File: src/rtl/ac97_cmd_pkg.sv
// ---------------------------------------------------------------------------
// ac97_cmd_pkg
//   Shared definitions for the AC'97 codec command scheduler:
//     - codec register address constants and fixed init data words
//     - scheduler state enum (WAIT, INIT, IDLE)
//     - init ROM length and ROM lookup
//     - volume / record-select data encoders
//   Build option used by the scheduler: AC97_CMD_REFRESH_EN (see ac97_cmd_sched).
// ---------------------------------------------------------------------------
package ac97_cmd_pkg;

    // Codec register addresses
    localparam logic [7:0] ADDR_MASTER    = 8'h02;
    localparam logic [7:0] ADDR_HEADPHONE = 8'h04;
    localparam logic [7:0] ADDR_PCM_OUT   = 8'h18;
    localparam logic [7:0] ADDR_REC_SEL   = 8'h1A;
    localparam logic [7:0] ADDR_REC_GAIN  = 8'h1C;
    localparam logic [7:0] ADDR_MIC       = 8'h0E;

    // Fixed data words written during init
    localparam logic [15:0] DATA_PCM_OUT  = 16'h0808;
    localparam logic [15:0] DATA_REC_SEL0 = 16'h0000;
    localparam logic [15:0] DATA_REC_GAIN = 16'h0000;
    localparam logic [15:0] DATA_MIC      = 16'h0008;

    // Number of entries in the init ROM
    localparam int INIT_LEN = 6;

    typedef enum logic [1:0] {
        WAIT = 2'd0,
        INIT = 2'd1,
        IDLE = 2'd2
    } state_t;

    typedef struct packed {
        logic [7:0]  addr;
        logic [15:0] data;
    } cmd_t;

    // Volume 0 is mute, 31 is loudest; the codec wants attenuation, so the
    // value is inverted and replicated into both channel fields.
    function automatic logic [15:0] vol_encode(input logic [4:0] volume);
        logic [4:0] atten;
        atten = 5'd31 - volume;
        return {(volume == 5'd0), 2'b00, atten, 3'b000, atten};
    endfunction

    // Same select code for left and right record channels.
    function automatic logic [15:0] src_encode(input logic [2:0] rec_src);
        return {5'b0, rec_src, 5'b0, rec_src};
    endfunction

    // Init ROM: master and headphone follow the live volume input.
    function automatic cmd_t init_rom(input logic [2:0] idx, input logic [4:0] volume);
        cmd_t c;
        case (idx)
            3'd0:    c = '{addr: ADDR_MASTER,    data: vol_encode(volume)};
            3'd1:    c = '{addr: ADDR_HEADPHONE, data: vol_encode(volume)};
            3'd2:    c = '{addr: ADDR_PCM_OUT,   data: DATA_PCM_OUT};
            3'd3:    c = '{addr: ADDR_REC_SEL,   data: DATA_REC_SEL0};
            3'd4:    c = '{addr: ADDR_REC_GAIN,  data: DATA_REC_GAIN};
            3'd5:    c = '{addr: ADDR_MIC,       data: DATA_MIC};
            default: c = '{addr: 8'h00,          data: 16'h0000};
        endcase
        return c;
    endfunction

endpackage

File: src/rtl/ac97_ready_sync.sv
// ---------------------------------------------------------------------------
// ac97_ready_sync
//   Brings the link controller's frame-ready strobe into the clock domain
//   with a 2-FF synchronizer and turns each rising edge into a one-clock
//   tick.
//   Ports:
//     clock - system clock (rising edge)
//     reset - asynchronous active-high reset, clears all flops
//     ready - frame-ready strobe, asynchronous to clock
//     tick  - one clock wide pulse per ready rising edge
// ---------------------------------------------------------------------------
module ac97_ready_sync (
    input  logic clock,
    input  logic reset,
    input  logic ready,
    output logic tick
);

    logic sync_a;
    logic sync_b;
    logic sync_prev;

    always_ff @(posedge clock or posedge reset) begin
        if (reset) begin
            sync_a    <= 1'b0;
            sync_b    <= 1'b0;
            sync_prev <= 1'b0;
        end else begin
            sync_a    <= ready;
            sync_b    <= sync_a;
            sync_prev <= sync_b;
        end
    end

    // Edge detect only on fully synchronized samples
    assign tick = sync_b & ~sync_prev;

endmodule

File: src/rtl/ac97_cmd_sched.sv
// ---------------------------------------------------------------------------
// ac97_cmd_sched
//   Schedules AC'97 codec register writes, one per frame tick. After reset
//   it idles WAIT_FRAMES ticks, runs a 6-entry init ROM, raises init_done,
//   then serves volume / record-select requests (volume first; the 0x02 /
//   0x04 volume pair is never split).
//
//   Build option:
//     AC97_CMD_REFRESH_EN - when defined, an idle counter reissues the master
//                           volume every REFRESH_FRAMES ticks in IDLE while
//                           no request is pending. Undefined: idle ticks
//                           issue nothing.
//
//   Parameters:
//     WAIT_FRAMES    - ticks to idle after reset before init (>= 1)
//     REFRESH_FRAMES - ticks between refresh writes (>= 1)
//
//   Ports:
//     clock           - system clock (rising edge)
//     reset           - asynchronous active-high reset
//     ready           - frame-ready strobe (asynchronous)
//     volume          - requested volume, 0 = mute, 31 = loudest
//     vol_req         - level request to apply volume, held until vol_ack
//     rec_src         - record-select code
//     src_req         - level request to apply rec_src, held until src_ack
//     command_address - codec register address
//     command_data    - codec register data
//     command_valid   - command goes out in the next frame
//     vol_ack         - one-clock pulse when the volume pair completes
//     src_ack         - one-clock pulse when record-select is issued
//     init_done       - high once the init sequence has completed
// ---------------------------------------------------------------------------
module ac97_cmd_sched
    import ac97_cmd_pkg::*;
#(
    parameter int WAIT_FRAMES    = 4,
    parameter int REFRESH_FRAMES = 256
) (
    input  logic        clock,
    input  logic        reset,
    input  logic        ready,
    input  logic [4:0]  volume,
    input  logic        vol_req,
    input  logic [2:0]  rec_src,
    input  logic        src_req,
    output logic [7:0]  command_address,
    output logic [15:0] command_data,
    output logic        command_valid,
    output logic        vol_ack,
    output logic        src_ack,
    output logic        init_done
);

    // Elaboration-time sanity check on the frame counts
    if (WAIT_FRAMES < 1 || REFRESH_FRAMES < 1) begin : g_bad_param
        $error("ac97_cmd_sched: WAIT_FRAMES and REFRESH_FRAMES must be >= 1");
    end

    localparam int WAIT_W = (WAIT_FRAMES > 1) ? $clog2(WAIT_FRAMES) : 1;
    localparam logic [WAIT_W-1:0] WAIT_LAST = WAIT_W'(WAIT_FRAMES - 1);
    localparam logic [2:0] IDX_DONE = 3'(INIT_LEN);

`ifdef AC97_CMD_REFRESH_EN
    localparam int REF_W = (REFRESH_FRAMES > 1) ? $clog2(REFRESH_FRAMES) : 1;
    localparam logic [REF_W-1:0] REF_LAST = REF_W'(REFRESH_FRAMES - 1);
`endif

    logic              tick;
    state_t            state;
    logic [WAIT_W-1:0] wait_cnt;
    logic [2:0]        idx;
    // Set after the master write of a volume pair; headphone write follows
    logic              vol_second;
`ifdef AC97_CMD_REFRESH_EN
    logic [REF_W-1:0]  ref_cnt;
`endif

    ac97_ready_sync u_ready_sync (
        .clock (clock),
        .reset (reset),
        .ready (ready),
        .tick  (tick)
    );

    always_ff @(posedge clock or posedge reset) begin
        if (reset) begin
            state           <= WAIT;
            wait_cnt        <= '0;
            idx             <= '0;
            vol_second      <= 1'b0;
            command_address <= '0;
            command_data    <= '0;
            command_valid   <= 1'b0;
            vol_ack         <= 1'b0;
            src_ack         <= 1'b0;
            init_done       <= 1'b0;
`ifdef AC97_CMD_REFRESH_EN
            ref_cnt         <= '0;
`endif
        end else begin
            // Acks are single-clock pulses
            vol_ack <= 1'b0;
            src_ack <= 1'b0;

            if (tick) begin
                case (state)
                    WAIT: begin
                        command_valid <= 1'b0;
                        if (wait_cnt == WAIT_LAST) begin
                            wait_cnt <= '0;
                            idx      <= '0;
                            state    <= INIT;
                        end else begin
                            wait_cnt <= wait_cnt + 1'b1;
                        end
                    end

                    INIT: begin
                        if (idx == IDX_DONE) begin
                            // Completion tick: flag done, send nothing
                            command_valid <= 1'b0;
                            init_done     <= 1'b1;
                            state         <= IDLE;
                        end else begin
                            {command_address, command_data} <= init_rom(idx, volume);
                            command_valid <= 1'b1;
                            idx           <= idx + 1'b1;
                        end
                    end

                    IDLE: begin
                        command_valid <= 1'b0;
`ifdef AC97_CMD_REFRESH_EN
                        // Saturates so a refresh blocked by requests fires
                        // on the first free tick.
                        if (ref_cnt != REF_LAST) begin
                            ref_cnt <= ref_cnt + 1'b1;
                        end
`endif
                        if (vol_second) begin
                            // Pair always completes; ack only if still wanted
                            command_address <= ADDR_HEADPHONE;
                            command_data    <= vol_encode(volume);
                            command_valid   <= 1'b1;
                            vol_second      <= 1'b0;
                            vol_ack         <= vol_req;
                        end else if (vol_req) begin
                            command_address <= ADDR_MASTER;
                            command_data    <= vol_encode(volume);
                            command_valid   <= 1'b1;
                            vol_second      <= 1'b1;
                        end else if (src_req) begin
                            command_address <= ADDR_REC_SEL;
                            command_data    <= src_encode(rec_src);
                            command_valid   <= 1'b1;
                            src_ack         <= 1'b1;
                        end
`ifdef AC97_CMD_REFRESH_EN
                        else if (ref_cnt == REF_LAST) begin
                            command_address <= ADDR_MASTER;
                            command_data    <= vol_encode(volume);
                            command_valid   <= 1'b1;
                            ref_cnt         <= '0;
                        end
`endif
                    end

                    default: begin
                        command_valid <= 1'b0;
                        state         <= WAIT;
                    end
                endcase
            end
        end
    end

endmodule

File: config.mk
export PLATFORM = sky130hd
export DESIGN_NAME = ac97_cmd_sched
export DESIGN_NICKNAME = d
export VERILOG_FILES = /design/src/rtl/ac97_cmd_pkg.sv /design/src/rtl/ac97_ready_sync.sv /design/src/rtl/ac97_cmd_sched.sv
export SDC_FILE = /design/constraint.sdc
export NUM_CORES = 1
export LEC_CHECK = 0
export CAP_MARGIN = 5
export CORE_UTILIZATION = 45
export CTS_CLUSTER_DIAMETER = 40
export DETAILED_ROUTE_END_ITERATION = 16
export GPL_ROUTABILITY_DRIVEN = 1
export PLACE_DENSITY = 0.74
export SLEW_MARGIN = 20
export SYNTH_ARGS = -nofsm -noshare
export SYNTH_HDL_FRONTEND = slang
export SYNTH_SLANG_ARGS = --single-unit
File: constraint.sdc
create_clock -name clock -period 1.9 [get_ports clock]
set_input_delay 0.57 -clock clock [delete_from_list [all_inputs] [get_ports clock]]
set_output_delay 0.57 -clock clock [all_outputs]
set_load 0.01 [all_outputs]
After elaboration in Yosys (flattened, before gate mapping)
Cells that the tools add are included.

Memories: 0. Memory bits (writable): 0. Bits in latches: 0. Bits of input ports: 13. Memory bits (read-only): 0. Bits in registers: 39. Output and inout bits: 28. Logic and storage cells: 75.

Reductions and logical operators: 11. Multiply operators: 0. Shift operators: 0. Multiplexer cells: 32. $lt $le $gt $ge: 0. Bitwise gates (word level): 3. Equal/unequal tests: 13. Add/subtract/negate cells: 3. Divide/modulo/power cells: 0.

Operators by type and width (count): $pmux W21 S6 (1); $mux W16 (4); $mux W8 (4); $pmux W16 S2 (1); $pmux W8 S2 (1); $mux W1 (13); $reduce_and A4 Y1 (3); $eq A3 B3 Y1 const B (3); $eq A3 B2 Y1 const B (2); $mux W2 (3); $mux W3 (2); $ne A2 B2 Y1 const B (3); $pmux W2 S3 (1); $pmux W3 S2 (1); $logic_not A5 Y1 (1); $sub A5 B5 Y5 const A (1); $eq A2 B2 Y1 const B (2); $ne A4 B4 Y1 const B (1); $reduce_and A2 Y1 (2); $reduce_bool A2 Y1 (2); $add A3 B1 Y3 const B (1); $eq A3 B1 Y1 const B (1); $logic_not A3 Y1 (1); $reduce_and A3 Y1 (1); 6 further kinds (7).

Longest topological paths before layout
Gate-level depths: netlist (run 1).

Depth after elaboration: 5. Mapped depth: 7. Depth with buffers taken out: 5.

Modules after synthesis
From an unflattened synthesis (run 1), not the netlist that was laid out.

Cell total of the unflattened synthesis: 149. Area total of the unflattened synthesis: 1537.7 um^2.

By module, submodules not included: ac97_cmd_sched (area an instance 1445.1 um^2, cells each 144, seq. area each 575.6 um^2, times used 1); ac97_ready_sync (area an instance 92.6 um^2, cells each 5, seq. area each 75.1 um^2, times used 1).

Worst setup path before layout (run 1)
OpenSTA, ideal clock, no wires.

Kind: flip-flop to flip-flop. Start: reg idx[0]. End: reg command_address[1]. Arrival: 1.611 ns. Slack: 0.164 ns. Buffers on the path: 0. Stages on the path, launching flop included: 6. Clock period less this slack: 1.736 ns. Path through: dfrtp_1 inv_1 ha_1 and3_1 nor4_4 mux2_2.

Longest elaborated chain between the ends: 4. Elaborated cells on any way between the ends: 12. Classes of those cells: eq/ne (7); mux (3); reduce/logical (2).

RTL lines: start, declared (RTL line ac97_cmd_sched.sv:71) `logic [2:0] idx;`; start signal, assigned (RTL line ac97_cmd_sched.sv:127) `idx <= idx + 1'b1;`; $eq A3 B3 Y1, or another cell as far along (RTL line ac97_cmd_pkg.sv:56) `case (idx)`; $pmux W21 S6 (RTL line ac97_cmd_pkg.sv:56); $mux W8 (RTL line ac97_cmd_sched.sv:119) `if (idx == IDX_DONE) begin`; $pmux W8 S2 (RTL line ac97_cmd_sched.sv:106) `case (state)`; end signal, assigned (RTL line ac97_cmd_sched.sv:125) `{command_address, command_data} <= init_rom(idx, volume);`; end, declared (RTL line ac97_cmd_sched.sv:46) `output logic [7:0] command_address,`.

Several ways; a longest one is shown, not always the timed one. The select of a mux whose other input is x is not followed. A chain may end at the register's enable or synchronous reset.

Worst setup path in the final report (run 1)
Start: in vol_req. End: reg command_address[1].

Longest elaborated chain between the ends: 3. Elaborated cells on any way between the ends: 5. Classes of those cells: eq/ne (1); mux (3); reduce/logical (1).

RTL lines: start, declared (RTL line ac97_cmd_sched.sv:43) `input logic vol_req,`; $mux W8 (RTL line ac97_cmd_sched.sv:147) `end else if (vol_req) begin`; $mux W8 (RTL line ac97_cmd_sched.sv:140) `if (vol_second) begin`; $pmux W8 S2 (RTL line ac97_cmd_sched.sv:106).

Several ways; a longest one is shown, not always the timed one.

==> results of run 1 <==
-- stage by stage --
stage,hold slack (ns),instance area [sq um],utilization (%)
2_1_floorplan,0.331,1650,-
3_3_place_gp,0.335,2010,59.3
3_5_place_dp,0.339,2010,59.3
4_1_cts,0.373,2070,61.0
5_1_grt,0.388,2120,62.6
6_report,0.369,2120,62.6
-- area by class of cell --
type	instances	share of cell area (%)
Multi-Input combinational cell	109	40.2
Timing Repair Buffer	50	22.5
Tap cell	46	2.71
Clock buffer	3	1.06
Clock inverter	1	1.41
Inverter	8	1.41
Sequential cell	26	30.6
-- per-layer routing --
metal	vias to the layer above	GRT usage [%]	share of wire (%)
li1	632	-	-
met1	637	25.1	45
met2	46	34.6	49
met3	6	2.07	4.2
met4	0	10.5	1.6
met5	-	0	0
-- power groups by stage --
stage                     combinational [uW]  sequential, uW  clock (uW)
after floorplan                         1010             926           0
final                                   1690             911         386
after global placement                  1550             906           0
after CTS                               1620             912         400
after global routing                    1860             938         416
after detailed placement                1600             924           0
-- worst max-delay path: stages --
cell	delay [ns]
clkdlybuf4s50_1	0.52
buf_4	0.18
nor4b_4	0.06
nor4_4	0.38
mux2_2	0.38
-- worst max path at each step --
stage                                 startpoint                        endpoint  slack (ns)  cells after the start
floorplan                     idx[0]$_DFFE_PP0P_  command_address[1]$_DFFE_PP0P_        0.16                      5
global placement                         vol_req    command_data[15]$_DFFE_PP0P_       -0.18                      5
detailed placement                       vol_req    command_data[15]$_DFFE_PP0P_       -0.20                      5
CTS                 command_data[12]$_DFFE_PP0P_                 command_data[4]        0.01                      1
global route        command_data[10]$_DFFE_PP0P_                command_data[10]       -0.01                      1
finish                                   vol_req  command_address[1]$_DFFE_PP0P_        0.04                      5
-- cells by family (layout without fill, tap and decap cells) --
group / Yosys count / after routing
buffers and inverters: 28 / 62
other: 1 / 9
adder cells (fa/ha/maj): 10 / 10
multiplexers: 7 / 7
flip-flops: 26 / 26
AND/OR/NAND/NOR: 48 / 48
AO/OA/AOI/OAI: 35 / 35
-- synthesized netlist by cell type, drive strengths merged (2+ instances only) --
| master | count |
|---|---|
| nand2b | 5 |
| ha | 10 |
| a21boi | 2 |
| nor2 | 7 |
| o211ai | 2 |
| nand2 | 7 |
| buf | 19 |
| nand3 | 6 |
| o21ai | 6 |
| o41ai | 3 |
| a21oi | 2 |
| dfrtp | 26 |
| or2 | 3 |
| nor2b | 2 |
| a41oi | 9 |
| a32oi | 2 |
| a22o | 3 |
| mux2 | 6 |
| and3 | 2 |
| inv | 8 |
| nand3b | 8 |
| nor4b | 2 |
-- what timing repair did --
action | 4_1_cts | 5_1_grt
pin swaps | 0 | 1
resized for setup | 2 | 10
hold buffers | 0 | 0
buffers inserted | 0 | 3
setup endpoints to repair | 1 | 21
-- sequential cells by signal, summed over array words and instances (netlist names), 2 cells and up --
| register | cells |
|---|---|
| idx | 3 |
| wait_cnt | 2 |
| command_data | 7 |
| command_address | 4 |
| state | 2 |
==> impl_metrics.csv, run 1 <==
group,metric,value,unit
pwr,p_comb_share,56.6,%
floorplanning,die_area,0.00384,sq mm
global_routing,grt_pass1_wl,5.64,mm
yosys,synth_seq_cells,26,
pwr,power.total,2990,uW
finish,n_antenna_cell,0,
yosys,synth_mux_area_share,4.80,%
outcome,status,"completed",
clock_network,clockBufferDepth,2,
setup_path,reg2reg_slack,0.09,ns
global_routing,grt.overflow.total,0,
worst_hold_path,worstHoldPathType,"flip-flop to flip-flop",
yosys,synth_simple_gate_area_share,19.7,%
global_routing,grt.total_usage,20.1,%
sta,setup_slack,0.0383,ns
yosys,yosys.area_share.adder,7.74,%
detailed_routing,first_iter_violations,42,
finish,area_delta_synth_final,31.3,%
clock_network,cts_root_buf,"clkbuf_4",
detailed_routing,vias,1321,
worst_hold_path,min_to,"u_ready_sync.sync_b$_DFF_PP0_",
setup_path,cp.required,2.13,ns
placed_design,pre_cts_slack,-0.201,ns
floorplanning,die_h,61.9,um
placed_design,dp_hpwl,2.60,mm
sta,fmax,537,MHz
yosys,ys_top_cells_by_area,"dfrtp_1, ha_1, buf_4",
sta,timing.final.crit_share,98.0,%
setup_path,cp_data_arrival_time,2.09,ns
setup_path,r2r_end,"command_address[1]$_DFFE_PP0P_",
clock_network,clk_pin_slew,0.15,ns
floorplanning,die_w,61.9,um
floorplanning,placementRows,21,
finish,multiInputGateArea,855,sq um
yosys,syn-cell-area,0.00162,sq mm
pwr,power_frac_seq,30.5,%
clock_network,htreeDepth,1,
pwr,clock_power_share,12.9,%
finish,final_cells,243,
detailed_routing,firstDrtPassIters,4,
sta,fin_tns_setup,0,ns
pwr,p_int,1840,uW
setup_path,critical_path_class,"primary input to flip-flop",
yosys,synth_seq_area_share,40.2,%
run,cap_violations,0,
pwr,vdd_drop_max,0.874,mV
detailed_routing,route.detailed.drc,0,
pwr,leakagePower,0.000947,uW
yosys,synth_top_family_by_area,"simple AND/OR/NAND/NOR gates",
yosys,netlist-cell-type-count,41,
finish,seqCellArea,651,sq um
yosys,ys.flop_type,"dfrtp_1",
placed_design,io_buffers,31,
pwr,swShare,38.2,%
setup_path,r2r_cells,6,
sta,hold_viol_final,0,
yosys,avgSynthCellArea,10.4,sq um
setup_path,endpoint_kind,"flip-flop",
sta,fin_crit,1.86,ns
yosys,async_reset_ff_share,100,%
worst_hold_path,hold_start,"u_ready_sync.sync_a$_DFF_PP0_",
floorplanning,io-pin-count,41,
detailed_routing,antenna_left,0,
global_routing,grt_pass1_vias,1269,
detailed_routing,wl_per_cell,14.5,um
global_routing,grt_max_degree,27,
placed_design,gp_congestion,0.918,
pwr,pwr_density_cell,1410,mW/mm^2
placed_design,dp.cells,236,
finish,final_cell_mix,"dfrtp_1, clkdlybuf4s50_1, buf_4, a41oi_1, conb_1",
yosys,synth_xor_area_share,0,%
yosys,synth-edff-count,0,
setup_path,crit_fanout,6,
clock_network,worstSkewPairLatency,0.32,ns
pwr,p_sw,1140,uW
yosys,postSynthCellCount,155,
finish,finalNetCount,221,
setup_path,cp-start-kind,"primary input",
sta,final_max_slew_viol_count,0,
floorplanning,initial_utilization,47.7,%
finish,drive_gt1_share,22.3,%
yosys,synth_compound_area_share,16.9,%
sta,setup_violations,0,
detailed_routing,viasPerCell,5.44,
yosys,yosys.area.top_type_share,40.2,%
clock_network,cts-buffers-inserted,3,
finish,fillerInstances,280,
detailed_routing,wl,3.51,mm
clock_network,cts_tree,"yes",
sta,finalClockSkew,0.00281,ns
floorplanning,core,0.00339,sq mm
worst_hold_path,hold_depth,0,
clock_network,cts_sinks,26,
yosys,yosysWarnings,0,
setup_path,r2r-start,"state[0]$_DFFE_PP0P_",
global_routing,antenna_found_initial,0,
yosys,yosysTopAreaCell,"dfrtp_1",
(Power assumes the default switching activity.)
==> run 2, diff against run 1 <==
- CELL_PAD_IN_SITES_DETAIL_PLACEMENT: not set -> 0
- CELL_PAD_IN_SITES_GLOBAL_PLACEMENT: not set -> 1
- CORE_UTILIZATION: 45 -> 37
- PLACE_DENSITY: 0.74 -> not set
- PLACE_DENSITY_LB_ADDON: not set -> 0.1
- REMOVE_ABC_BUFFERS: not set -> 1
==> run 2 against run 1 <==
  * Fmax grew 0.61%
  * First-iteration DRC count grew 130%
  * Worst hold slack lost 0.0083 ns
  * Register-to-register slack is essentially flat
  * Utilization shrank 10 points
  * Setup slack gained 0.011 ns
  * Total power grew 0.89%
  * Sequential share of layout area shrank 0.30 points
  * Clock-buffer cell count grew 1
  * Via count grew 1.3%
  * Cell count grew 2.9%
  * Largest power group unchanged
  * Largest cell class unchanged
  * Die area grew 21%
  * Highest routed layer unchanged
==> impl_metrics.csv, run 2 (same netlist as run 1, synthesis figures left out) <==
group,metric,value,unit
setup_path,r2r_cells,6,
finish,n_antenna_cell,0,
global_routing,grt_pass1_wl,6.34,mm
detailed_routing,top_layer,"met4",
pwr,power.total,3010,uW
global_routing,antenna_found_initial,0,
detailed_routing,wl,3.95,mm
finish,finalNetCount,224,
finish,regMostFlops,"command_data",
detailed_routing,wl_per_cell,15.8,um
detailed_routing,first_iter_violations,96,
clock_network,cts_tree,"yes",
global_routing,grt_pass1_vias,1361,
finish,fillerInstances,355,
setup_path,critical_path_class,"primary input to flip-flop",
sta,finalClockSkew,0.00935,ns
placed_design,io_buffers,31,
sta,setup_violations,0,
finish,final_cells,250,
clock_network,clk_pin_slew,0.10,ns
floorplanning,io-pin-count,41,
finish,final_common_cell,"clkdlybuf4s50_1",
clock_network,worstSkewPairLatency,0.28,ns
sta,hold_viol_final,0,
finish,utilization,52.5,%
placed_design,gp_congestion,0.781,
setup_path,max_stage_delay,0.60,ns
global_routing,grt.overflow.total,0,
finish,final_cell_mix,"clkdlybuf4s50_1, dfrtp_1, buf_4, conb_1",
finish,area_delta_synth_final,32.7,%
setup_path,crit_chain,"clkdlybuf4s50_1 -> nor4b_4 -> nor4_4 -> mux2_2",
sta,final_max_slew_viol_count,0,
sta,timing.final.crit_share,97.4,%
placed_design,dp_hpwl,2.95,mm
setup_path,crit_buf_inv,1,
worst_hold_path,hold_depth,0,
setup_path,cp_top_family,"buffers and inverters",
detailed_routing,dr_wl_met2,1.93,mm
run,cap_violations,0,
setup_path,reg2reg_slack,0.08,ns
setup_path,cp.required,2.06,ns
pwr,leakagePower,0.000923,uW
sta,fin_crit,1.85,ns
finish,top_regs,"command_data (7), command_address (4), idx (3)",
setup_path,cp-start-kind,"primary input",
sta,fmax,540,MHz
global_routing,grt.total_usage,18.7,%
detailed_routing,firstDrtPassIters,4,
global_routing,grt_max_degree,27,
setup_path,crit_fanout,5,
detailed_routing,drt-met1-wl,1.80,mm
pwr,pwr_density_cell,1400,mW/mm^2
clock_network,cts-buffers-inserted,3,
floorplanning,placementRows,23,
outcome,status,"completed",
placed_design,dp.cells,245,
setup_path,endpoint_kind,"flip-flop",
worst_hold_path,worstHoldPathType,"flip-flop to flip-flop",
clock_network,clockBufferDepth,2,
floorplanning,die_w,68.1,um
setup_path,critPathSlowestCell,"clkdlybuf4s50_1",
pwr,vdd_drop_max,0.535,mV
clock_network,cts_root_buf,"clkbuf_8",
floorplanning,die_area,0.00464,sq mm
floorplanning,die_h,68.1,um
worst_hold_path,min_to,"u_ready_sync.sync_b$_DFF_PP0_",
floorplanning,core,0.00409,sq mm
setup_path,r2r_end,"command_address[3]$_DFFE_PP0P_",
detailed_routing,vias,1338,
detailed_routing,viasPerCell,5.35,
finish,largest_reg_flops,7,
detailed_routing,dr_wl_met3,155,um
clock_network,cts_sinks,26,
detailed_routing,antenna_left,0,
setup_path,cp_data_arrival_time,2.01,ns
finish,drive_gt1_share,23.5,%
worst_hold_path,hold_start,"u_ready_sync.sync_a$_DFF_PP0_",
setup_path,r2r-start,"state[0]$_DFFE_PP0P_",
sta,rsz0062_at_grt,"true",
floorplanning,initial_utilization,39.6,%
detailed_routing,route.detailed.drc,0,
clock_network,htreeDepth,1,
[run 2: final cells by class]
cell class              instances  area (sq um)  share of cell area (%)
flip-flops and latches         26           651                    30.3
inverters                       8          30.0                    1.40
multi-input cells             109           865                    40.3
well taps                      50          62.6                    2.92
clock buffers                   4          55.1                    2.57
repair buffers                 53           482                    22.5
[run 2: what timing repair did]
action | in CTS | in global routing
setup buffers | 0 | 1
gates resized for setup | 1 | 8
hold buffers | 0 | 0
hold endpoints to repair | 0 | 0
setup endpoints to repair | 8 | 13
pin swaps | 0 | 1
[run 2: through the flow]
stage                     hold slack, ns  instance area (sq um)  TNS [ns]  setup WS [ns]
after floorplan                    0.331                   1510    -0.357        -0.0747
after global placement             0.337                   2040     -2.21         -0.219
after detailed placement           0.342                   2040     -2.28         -0.251
after CTS                          0.366                   2100   -0.0224        -0.0224
after global routing               0.380                   2140  -0.00134       -0.00134
final                              0.360                   2140         0         0.0496
[run 2: where the power goes]
part	internal, uW	leakage, uW	switching, uW
Clock	186	0.0000288	183
Sequential	746	0.000322	173
Combinational	895	0.000572	831
Total	1830	0.000923	1190
[run 2: how the worst max path moves through the flow]
stage | from | end | slack [ns] | cells after the start
2_1_floorplan | state[0]$_DFFE_PP0P_ | command_address[1]$_DFFE_PP0P_ | -0.07 | 5
3_3_place_gp | src_req | command_address[3]$_DFFE_PP0P_ | -0.22 | 4
3_5_place_dp | src_req | command_data[10]$_DFFE_PP0P_ | -0.25 | 4
4_1_cts | state[1]$_DFFE_PP0P_ | state[0]$_DFFE_PP0P_ | -0.02 | 5
5_1_grt | state[1]$_DFFE_PP0P_ | idx[0]$_DFFE_PP0P_ | -0.001 | 5
6_report | src_req | command_address[2]$_DFFE_PP0P_ | 0.05 | 4
[run 2: per-layer routing]
layer	global-route usage, %	vias up
met2	33.2	40
li1	-	641
met3	2.17	6
met4	7.03	0
met1	22.9	651
met5	0	-
==> run 3, diff against run 2 <==
- GPL_ROUTABILITY_DRIVEN: 1 -> 0
==> results of run 3 <==
The final DEF is identical to that of run 2; final timing and power are the same.
